## config.mk

```make
export PLATFORM = sky130hd
export DESIGN_NAME = gpio_input_debounce
export DESIGN_NICKNAME = d
export VERILOG_FILES = /design/src/rtl/gpio_input_pkg.sv /design/src/rtl/gpio_input_debounce_cell.sv /design/src/rtl/gpio_input_debounce.sv
export SDC_FILE = /design/constraint.sdc
export NUM_CORES = 1
export LEC_CHECK = 0
export CAP_MARGIN = 30
export CORE_MARGIN = 1
export CORE_UTILIZATION = 29
export CTS_BUF_LIST = sky130_fd_sc_hd__clkbuf_16
export DETAILED_ROUTE_END_ITERATION = 7
export GPL_TIMING_DRIVEN = 0
export SYNTH_ARGS = -nofsm -noshare
export SYNTH_HDL_FRONTEND = slang
export SYNTH_SLANG_ARGS = --single-unit
export TNS_END_PERCENT = 20
```

## constraint.sdc

```tcl
create_clock -name clk -period 2.38 [get_ports clk]
set_input_delay 0.238 -clock clk [delete_from_list [all_inputs] [get_ports clk]]
set_output_delay 0.238 -clock clk [all_outputs]
set_load 0.02 [all_outputs]
```

## src/rtl/gpio_input_pkg.sv

```systemverilog
// Shared constants for the GPIO input conditioning block: board bit map,
// default input count and the millisecond tick divider helper.
package gpio_input_pkg;

   // Bit positions of the Nexys A7 buttons and the first slide switch
   localparam int BTN_R   = 0;
   localparam int BTN_L   = 1;
   localparam int BTN_D   = 2;
   localparam int BTN_U   = 3;
   localparam int BTN_C   = 4;
   localparam int SW_BASE = 5;

   // Five buttons plus sixteen switches
   localparam int NUM_IN_DEFAULT = 21;

   // Number of clk cycles in one millisecond
   function automatic int ms_to_ticks(input int freq_hz);
      return freq_hz / 1000;
   endfunction

endpackage

```

## src/rtl/gpio_input_debounce_cell.sv

```systemverilog
// One conditioned input: two-flop synchroniser, tick-based debounce counter
// and registered rise/fall pulses. With GPIO_DEBOUNCE_REPEAT_EN defined a
// cell whose REPEAT_EN is set also emits auto-repeat rise pulses while held.
module debounce_cell
   import gpio_input_pkg::*;
#(
   parameter int DEBOUNCE_MS = 10
`ifdef GPIO_DEBOUNCE_REPEAT_EN
   ,parameter bit REPEAT_EN       = 1'b0
   ,parameter int REPEAT_DELAY_MS = 500
   ,parameter int REPEAT_RATE_MS  = 100
`endif
)(
   input  logic clk,
   input  logic resetn,
   input  logic raw_i,
   input  logic tick_i,
   output logic clean_o,
   output logic rise_o,
   output logic fall_o,
   output logic edge_nxt_o
);

   localparam int CNT_W = $clog2(DEBOUNCE_MS + 1);

   logic             r_sync1;
   logic             r_sync2;
   logic             r_clean;
   logic             r_rise;
   logic             r_fall;
   logic [CNT_W-1:0] r_cnt;

   logic w_agree;
   logic w_update;
   logic w_rep_pulse;
   logic w_rise_nxt;
   logic w_fall_nxt;

   // Bring the asynchronous pin into the clk domain
   always_ff @(posedge clk or negedge resetn) begin
      if (!resetn) begin
         r_sync1 <= 1'b0;
         r_sync2 <= 1'b0;
      end else begin
         r_sync1 <= raw_i;
         r_sync2 <= r_sync1;
      end
   end

   // Decide when the stable level flips and what pulses that produces
   always_comb begin
      w_agree    = (r_sync2 == r_clean);
      w_update   = !w_agree && tick_i && (r_cnt == CNT_W'(DEBOUNCE_MS - 1));
      w_rise_nxt = (w_update && r_sync2) || w_rep_pulse;
      w_fall_nxt = w_update && !r_sync2;
   end

   // Count ticks of disagreement; any agreeing sample aborts the change
   always_ff @(posedge clk or negedge resetn) begin
      if (!resetn) begin
         r_cnt   <= {CNT_W{1'b0}};
         r_clean <= 1'b0;
      end else if (w_agree) begin
         r_cnt   <= {CNT_W{1'b0}};
      end else if (w_update) begin
         r_cnt   <= {CNT_W{1'b0}};
         r_clean <= r_sync2;
      end else if (tick_i) begin
         r_cnt   <= r_cnt + CNT_W'(1);
      end else begin
         r_cnt   <= r_cnt;
      end
   end

   // Register edge pulses on the same edge that moves the stable level
   always_ff @(posedge clk or negedge resetn) begin
      if (!resetn) begin
         r_rise <= 1'b0;
         r_fall <= 1'b0;
      end else begin
         r_rise <= w_rise_nxt;
         r_fall <= w_fall_nxt;
      end
   end

`ifdef GPIO_DEBOUNCE_REPEAT_EN
   if (REPEAT_EN) begin : g_rep
      localparam int REP_MAX = (REPEAT_DELAY_MS > REPEAT_RATE_MS) ?
                               REPEAT_DELAY_MS : REPEAT_RATE_MS;
      localparam int REP_W   = $clog2(REP_MAX + 1);

      logic [REP_W-1:0] r_rep_cnt;
      logic             r_rep_first;
      logic             w_rep_hit;

      // First repeat waits the long delay, later ones the short rate
      always_comb begin
         if (r_rep_first) begin
            w_rep_hit = tick_i && r_clean && (r_rep_cnt == REP_W'(REPEAT_DELAY_MS - 1));
         end else begin
            w_rep_hit = tick_i && r_clean && (r_rep_cnt == REP_W'(REPEAT_RATE_MS - 1));
         end
      end

      // Tick counter that runs only while the debounced level is high
      always_ff @(posedge clk or negedge resetn) begin
         if (!resetn) begin
            r_rep_cnt   <= {REP_W{1'b0}};
            r_rep_first <= 1'b1;
         end else if (!r_clean) begin
            r_rep_cnt   <= {REP_W{1'b0}};
            r_rep_first <= 1'b1;
         end else if (w_rep_hit) begin
            r_rep_cnt   <= {REP_W{1'b0}};
            r_rep_first <= 1'b0;
         end else if (tick_i) begin
            r_rep_cnt   <= r_rep_cnt + REP_W'(1);
         end else begin
            r_rep_cnt   <= r_rep_cnt;
         end
      end

      // A release landing on a repeat tick wins so rise and fall never overlap
      assign w_rep_pulse = w_rep_hit && !w_update;
   end else begin : g_norep
      assign w_rep_pulse = 1'b0;
   end
`else
   assign w_rep_pulse = 1'b0;
`endif

   assign clean_o    = r_clean;
   assign rise_o     = r_rise;
   assign fall_o     = r_fall;
   assign edge_nxt_o = w_rise_nxt | w_fall_nxt;

endmodule

```

## src/rtl/gpio_input_debounce.sv

```systemverilog
// GPIO input conditioning between the board pins and the embedded system:
// one shared 1 ms prescaler, NUM_IN debounce cells and a registered
// "anything changed" strobe. Optional auto-repeat of rise pulses is compiled
// in with the macro GPIO_DEBOUNCE_REPEAT_EN.
module gpio_input_debounce
   import gpio_input_pkg::*;
#(
   parameter int                NUM_IN          = NUM_IN_DEFAULT,
   parameter int                CLK_FREQ_HZ     = 100_000_000,
   parameter int                DEBOUNCE_MS     = 10,
   parameter logic [NUM_IN-1:0] REPEAT_MASK     = 21'h0001F,
   parameter int                REPEAT_DELAY_MS = 500,
   parameter int                REPEAT_RATE_MS  = 100
)(
   input  logic              clk,
   input  logic              resetn,
   input  logic [NUM_IN-1:0] raw_i,
   output logic [NUM_IN-1:0] clean_o,
   output logic [NUM_IN-1:0] rise_o,
   output logic [NUM_IN-1:0] fall_o,
   output logic              changed_o
);

   localparam int TICK_DIV = ms_to_ticks(CLK_FREQ_HZ);
   localparam int PRE_W    = (TICK_DIV > 1) ? $clog2(TICK_DIV) : 1;

   if ((CLK_FREQ_HZ < 1000) || ((CLK_FREQ_HZ % 1000) != 0)) begin : g_bad_freq
      $error("gpio_input_debounce: CLK_FREQ_HZ must be a non-zero multiple of 1000");
   end
   if ((DEBOUNCE_MS < 1) || (DEBOUNCE_MS > 255)) begin : g_bad_debounce
      $error("gpio_input_debounce: DEBOUNCE_MS must be in 1..255");
   end
   if ((REPEAT_DELAY_MS < 1) || (REPEAT_RATE_MS < 1)) begin : g_bad_repeat
      $error("gpio_input_debounce: repeat intervals must be at least 1 ms");
   end

   logic [PRE_W-1:0]  r_pre;
   logic              r_changed;
   logic              w_tick;
   logic [NUM_IN-1:0] w_edge_nxt;

   // Tick on the last count of each millisecond
   always_comb begin
      w_tick = (r_pre == PRE_W'(TICK_DIV - 1));
   end

   // Free-running millisecond prescaler shared by every cell
   always_ff @(posedge clk or negedge resetn) begin
      if (!resetn) begin
         r_pre <= {PRE_W{1'b0}};
      end else if (w_tick) begin
         r_pre <= {PRE_W{1'b0}};
      end else begin
         r_pre <= r_pre + PRE_W'(1);
      end
   end

   for (genvar gi = 0; gi < NUM_IN; gi++) begin : g_cell
      debounce_cell #(
         .DEBOUNCE_MS     (DEBOUNCE_MS)
`ifdef GPIO_DEBOUNCE_REPEAT_EN
         ,.REPEAT_EN      (REPEAT_MASK[gi])
         ,.REPEAT_DELAY_MS(REPEAT_DELAY_MS)
         ,.REPEAT_RATE_MS (REPEAT_RATE_MS)
`endif
      ) u_cell (
         .clk       (clk),
         .resetn    (resetn),
         .raw_i     (raw_i[gi]),
         .tick_i    (w_tick),
         .clean_o   (clean_o[gi]),
         .rise_o    (rise_o[gi]),
         .fall_o    (fall_o[gi]),
         .edge_nxt_o(w_edge_nxt[gi])
      );
   end

   // Single strobe aligned with whichever cells pulse this cycle
   always_ff @(posedge clk or negedge resetn) begin
      if (!resetn) begin
         r_changed <= 1'b0;
      end else begin
         r_changed <= |w_edge_nxt;
      end
   end

   assign changed_o = r_changed;

endmodule

```

==> results.cfg <==
[sta]
setup_slack_ns = 0.0927
worst_pin_slew_ns = 0.686
maxSlewViolCount = 0
hold_viol_final = 0
fin_crit_sh_pct = 96.1
maxSlewHeadroom_pct = 53.9
skew_ns = 0.0181
finalSetupViolCount = 0
rsz0062_at_grt = yes
final.setup.tns_ns = 0
fmax_mhz = 437
period_needed_ns = 2.29

[setup_path]
critPathKind = reg2reg
cp.depth = 8
cp_data_arrival_time_ns = 2.74
cp.required_ns = 2.83
cp_common_cell = buf_2
rrSetupSlack_ns = 0.09
path_buf_inv = 3
cpPeakStageDelay_ns = 0.47
endpoint_kind = flip-flop
cp_max_fo = 10
reg2regPathDepth = 8
crit_chain = ha_1, and4_1, buf_2, nand4_4, buf_2, clkbuf_1, o21ai_0, a21oi_1
startpoint_type = flip-flop
path_delay_family = buffers and inverters
crit_slowest_cell = clkbuf_1

[routing]
avgViaCountPerCell = 4.65
ant_nets = 0
drc = 0
drt_pass1_iterations = 4
num_vias = 7026
first_iter_violations = 307
wirelength_um = 21600
wl_per_cell_um = 14.3

[clock_tree]
cts_num_sinks = 207
root_buffer = clkbuf_16
cts_inserted_buffers = 25
clkLatencyLatePin_ns = 0.53
post_cts_buffers = 0
cts_tree = built
cts_max_level = 1
path_clk_slew_ns = 0.06
clock_path_buffers = 3

[synthesis]
async_flop_share_pct = 100
synth_area_um2 = 9820
seq_area_frac_synth_pct = 52.8
synth_simple_gate_area_share_pct = 20.9
synth_flop_cell = dfrtp_1
syn_inst = 927
syn_area_per_cell_um2 = 10.6
synth_top_family_by_area = simple AND/OR/NAND/NOR gates
yosys_warnings = 0
synthAdderAreaFrac_pct = 5.48
synth_compound_area_share_pct = 7.77
synth_nets = 993
synth.area.mux_share_pct = 2.29
synth.distinct_cells = 39
synth_edf_count = 0
synth_seq_cells = 207
synth_xor_area_share_pct = 2.94

[global_route]
grt-ovfl-total = 0
grt_pass1_wl_um = 35400
grt_use_total_pct = 12.8
grt_max_degree = 84
antenna_found_initial = 0
grt_pass1_vias = 6800

[die]
initial_utilization_pct = 29.4
dieArea_um2 = 34600
rows = 67
die_h_um = 186
core_um2 = 33400
num_io_pins = 87
die_x_um = 186

[placed_design]
dp_cells = 1463
port_buffers = 86
place_hpwl_um = 14200
gp_congestion = 0.774
place_ws_ns = -0.266

[final_layout]
final_cell_count_no_fill = 1510
drive_above_1_share_pct = 13.3
nNetsFinal = 1109
diodes = 0
areaGrowthSynthToFinish_pct = 23.0

[run_status]
status = finished clean

[pwr]
ir_worst_vdd_mv = 0.593
fin_total_pwr_mw = 7.27
p_leak_nw = 5.09
power_density_nw_per_um2 = 602

[hold_path]
hold_depth = 1
min_path_type = in2reg

[run]
drv_cap = 0
==> final cells by class <==
| cell class | count | area, um2 |
|---|---|---|
| repair buffers | 89 | 931 |
| fillers | 3337 | 21400 |
| clock inverters | 21 | 124 |
| flip-flops and latches | 207 | 5180 |
| clock buffers | 25 | 626 |
| inverters | 45 | 169 |
| plain buffers | 86 | 614 |
| well taps | 448 | 561 |
| multi-input cells | 589 | 3870 |
==> worst register-to-register path, delay by kind of cell, from the launching register on <==
kind,cells,cell delay [ns]
AND/OR/NAND/NOR,2,0.36
buffers and inverters,3,0.88
flip-flops,1,0.40
adder cells (fa/ha/maj),1,0.24
AO/OA/AOI/OAI,2,0.33
==> flip-flops by register name, summed over array words and instances (netlist names) <==
signal and flops:
g_cell.u_cell.r_sync2 21, changed_o 1, g_cell.u_cell.clean_o 21, g_cell.u_cell.r_sync1 21, g_cell.u_cell.fall_o 21, r_pre 17
g_cell.u_cell.rise_o 21, g_cell.u_cell.r_cnt 84
==> layer usage <==
| metal | global-route usage [%] | part of all wire (%) |
|---|---|---|
| met3 | 2.82 | 5.4 |
| met4 | 3.77 | 2.3 |
| met2 | 21.2 | 47 |
| met5 | 0 | 0 |
| met1 | 16.7 | 46 |
==> Yosys cell counts, types with 2 or more instances <==
master,number,area share [%]
clkbuf_1,8,0.31
o22ai_1,3,0.19
ha_1,43,5.5
nor3_1,2,0.10
nor2_1,31,1.2
or3_1,47,3.0
nand3_1,30,1.5
a21oi_1,71,3.6
and4_1,4,0.36
nand4b_1,10,0.89
buf_4,65,5.0
nand4_1,19,1.2
inv_1,45,1.7
o32ai_1,6,0.54
nand3b_1,14,1.1
or4_1,11,0.84
a31oi_1,17,1.1
dfrtp_1,207,53
nor2b_1,23,1.5
buf_6,3,0.34
buf_2,9,0.46
xnor2_1,30,2.7
nand2_1,90,3.4
xor2_1,3,0.27
mux2_1,4,0.46
o21ai_0,46,2.3
and3_1,4,0.25
and3b_1,15,1.3
nor4_1,5,0.32
nor3b_1,36,2.8
and2_1,2,0.13
and4bb_2,2,0.25
mux2_2,16,1.8
==> timing repair <==
action | 4_1_cts | 5_1_grt
hold buffers | 1 | 0
resized for setup | 2 | 6
setup endpoints to repair | 10 | 34
endpoints found under the hold margin | 52 | 0
==> final timing paths <==
| path | start | endpoint |
|---|---|---|
| hold / removal | raw_i[14] | g_cell[14].u_cell.r_sync1 |
| max in group asynchronous | resetn | g_cell[0].u_cell.rise_o |
| setup / recovery | r_pre[0] | g_cell[19].u_cell.r_cnt[2] |
| hold reg to reg | g_cell[5].u_cell.r_sync1 | g_cell[5].u_cell.r_sync2 |
| setup reg to reg | r_pre[0] | g_cell[19].u_cell.r_cnt[2] |
| min in group asynchronous | resetn | r_pre[15] |
==> cell families after synthesis <==
group	after synthesis
fa+ha+maj	43
compound gates	143
flops	207
buf+inv	131
xor+xnor	33
simple gates	350
mux	20
==> stage by stage <==
stage          area, um2  utilization, %  hold slack (ns)
6_report           12100            36.1            0.140
5_1_grt            12100            36.1            0.124
4_1_cts            12100            36.1            0.115
3_5_place_dp       11300            33.8            0.198
3_3_place_gp       11200            33.6            0.331
2_1_floorplan       9820               -          -0.0576
==> where the power goes <==
group	switching, mW	leakage (nW)	internal [mW]	total (mW)
registers	0.0246	2.78	3.56	3.58
logic	0.108	1.92	0.0600	0.168
clock network	1.51	0.388	2.01	3.52
total	1.64	5.09	5.63	7.27
==> layout by cell type, fill, tap and decap left out, types with 31 or more instances in the layout <==
| cell | instances |
|---|---|
| dfrtp_1 | 207 |
| ha_1 | 43 |
| o21ai_0 | 46 |
| nor3b_1 | 36 |
| or3_1 | 47 |
| a21oi_1 | 71 |
| inv_1 | 51 |
| nand2_1 | 90 |
| nor2_1 | 31 |
| buf_4 | 65 |
| clkdlybuf4s50_1 | 85 |
Power figures use the tool's default switching activity.
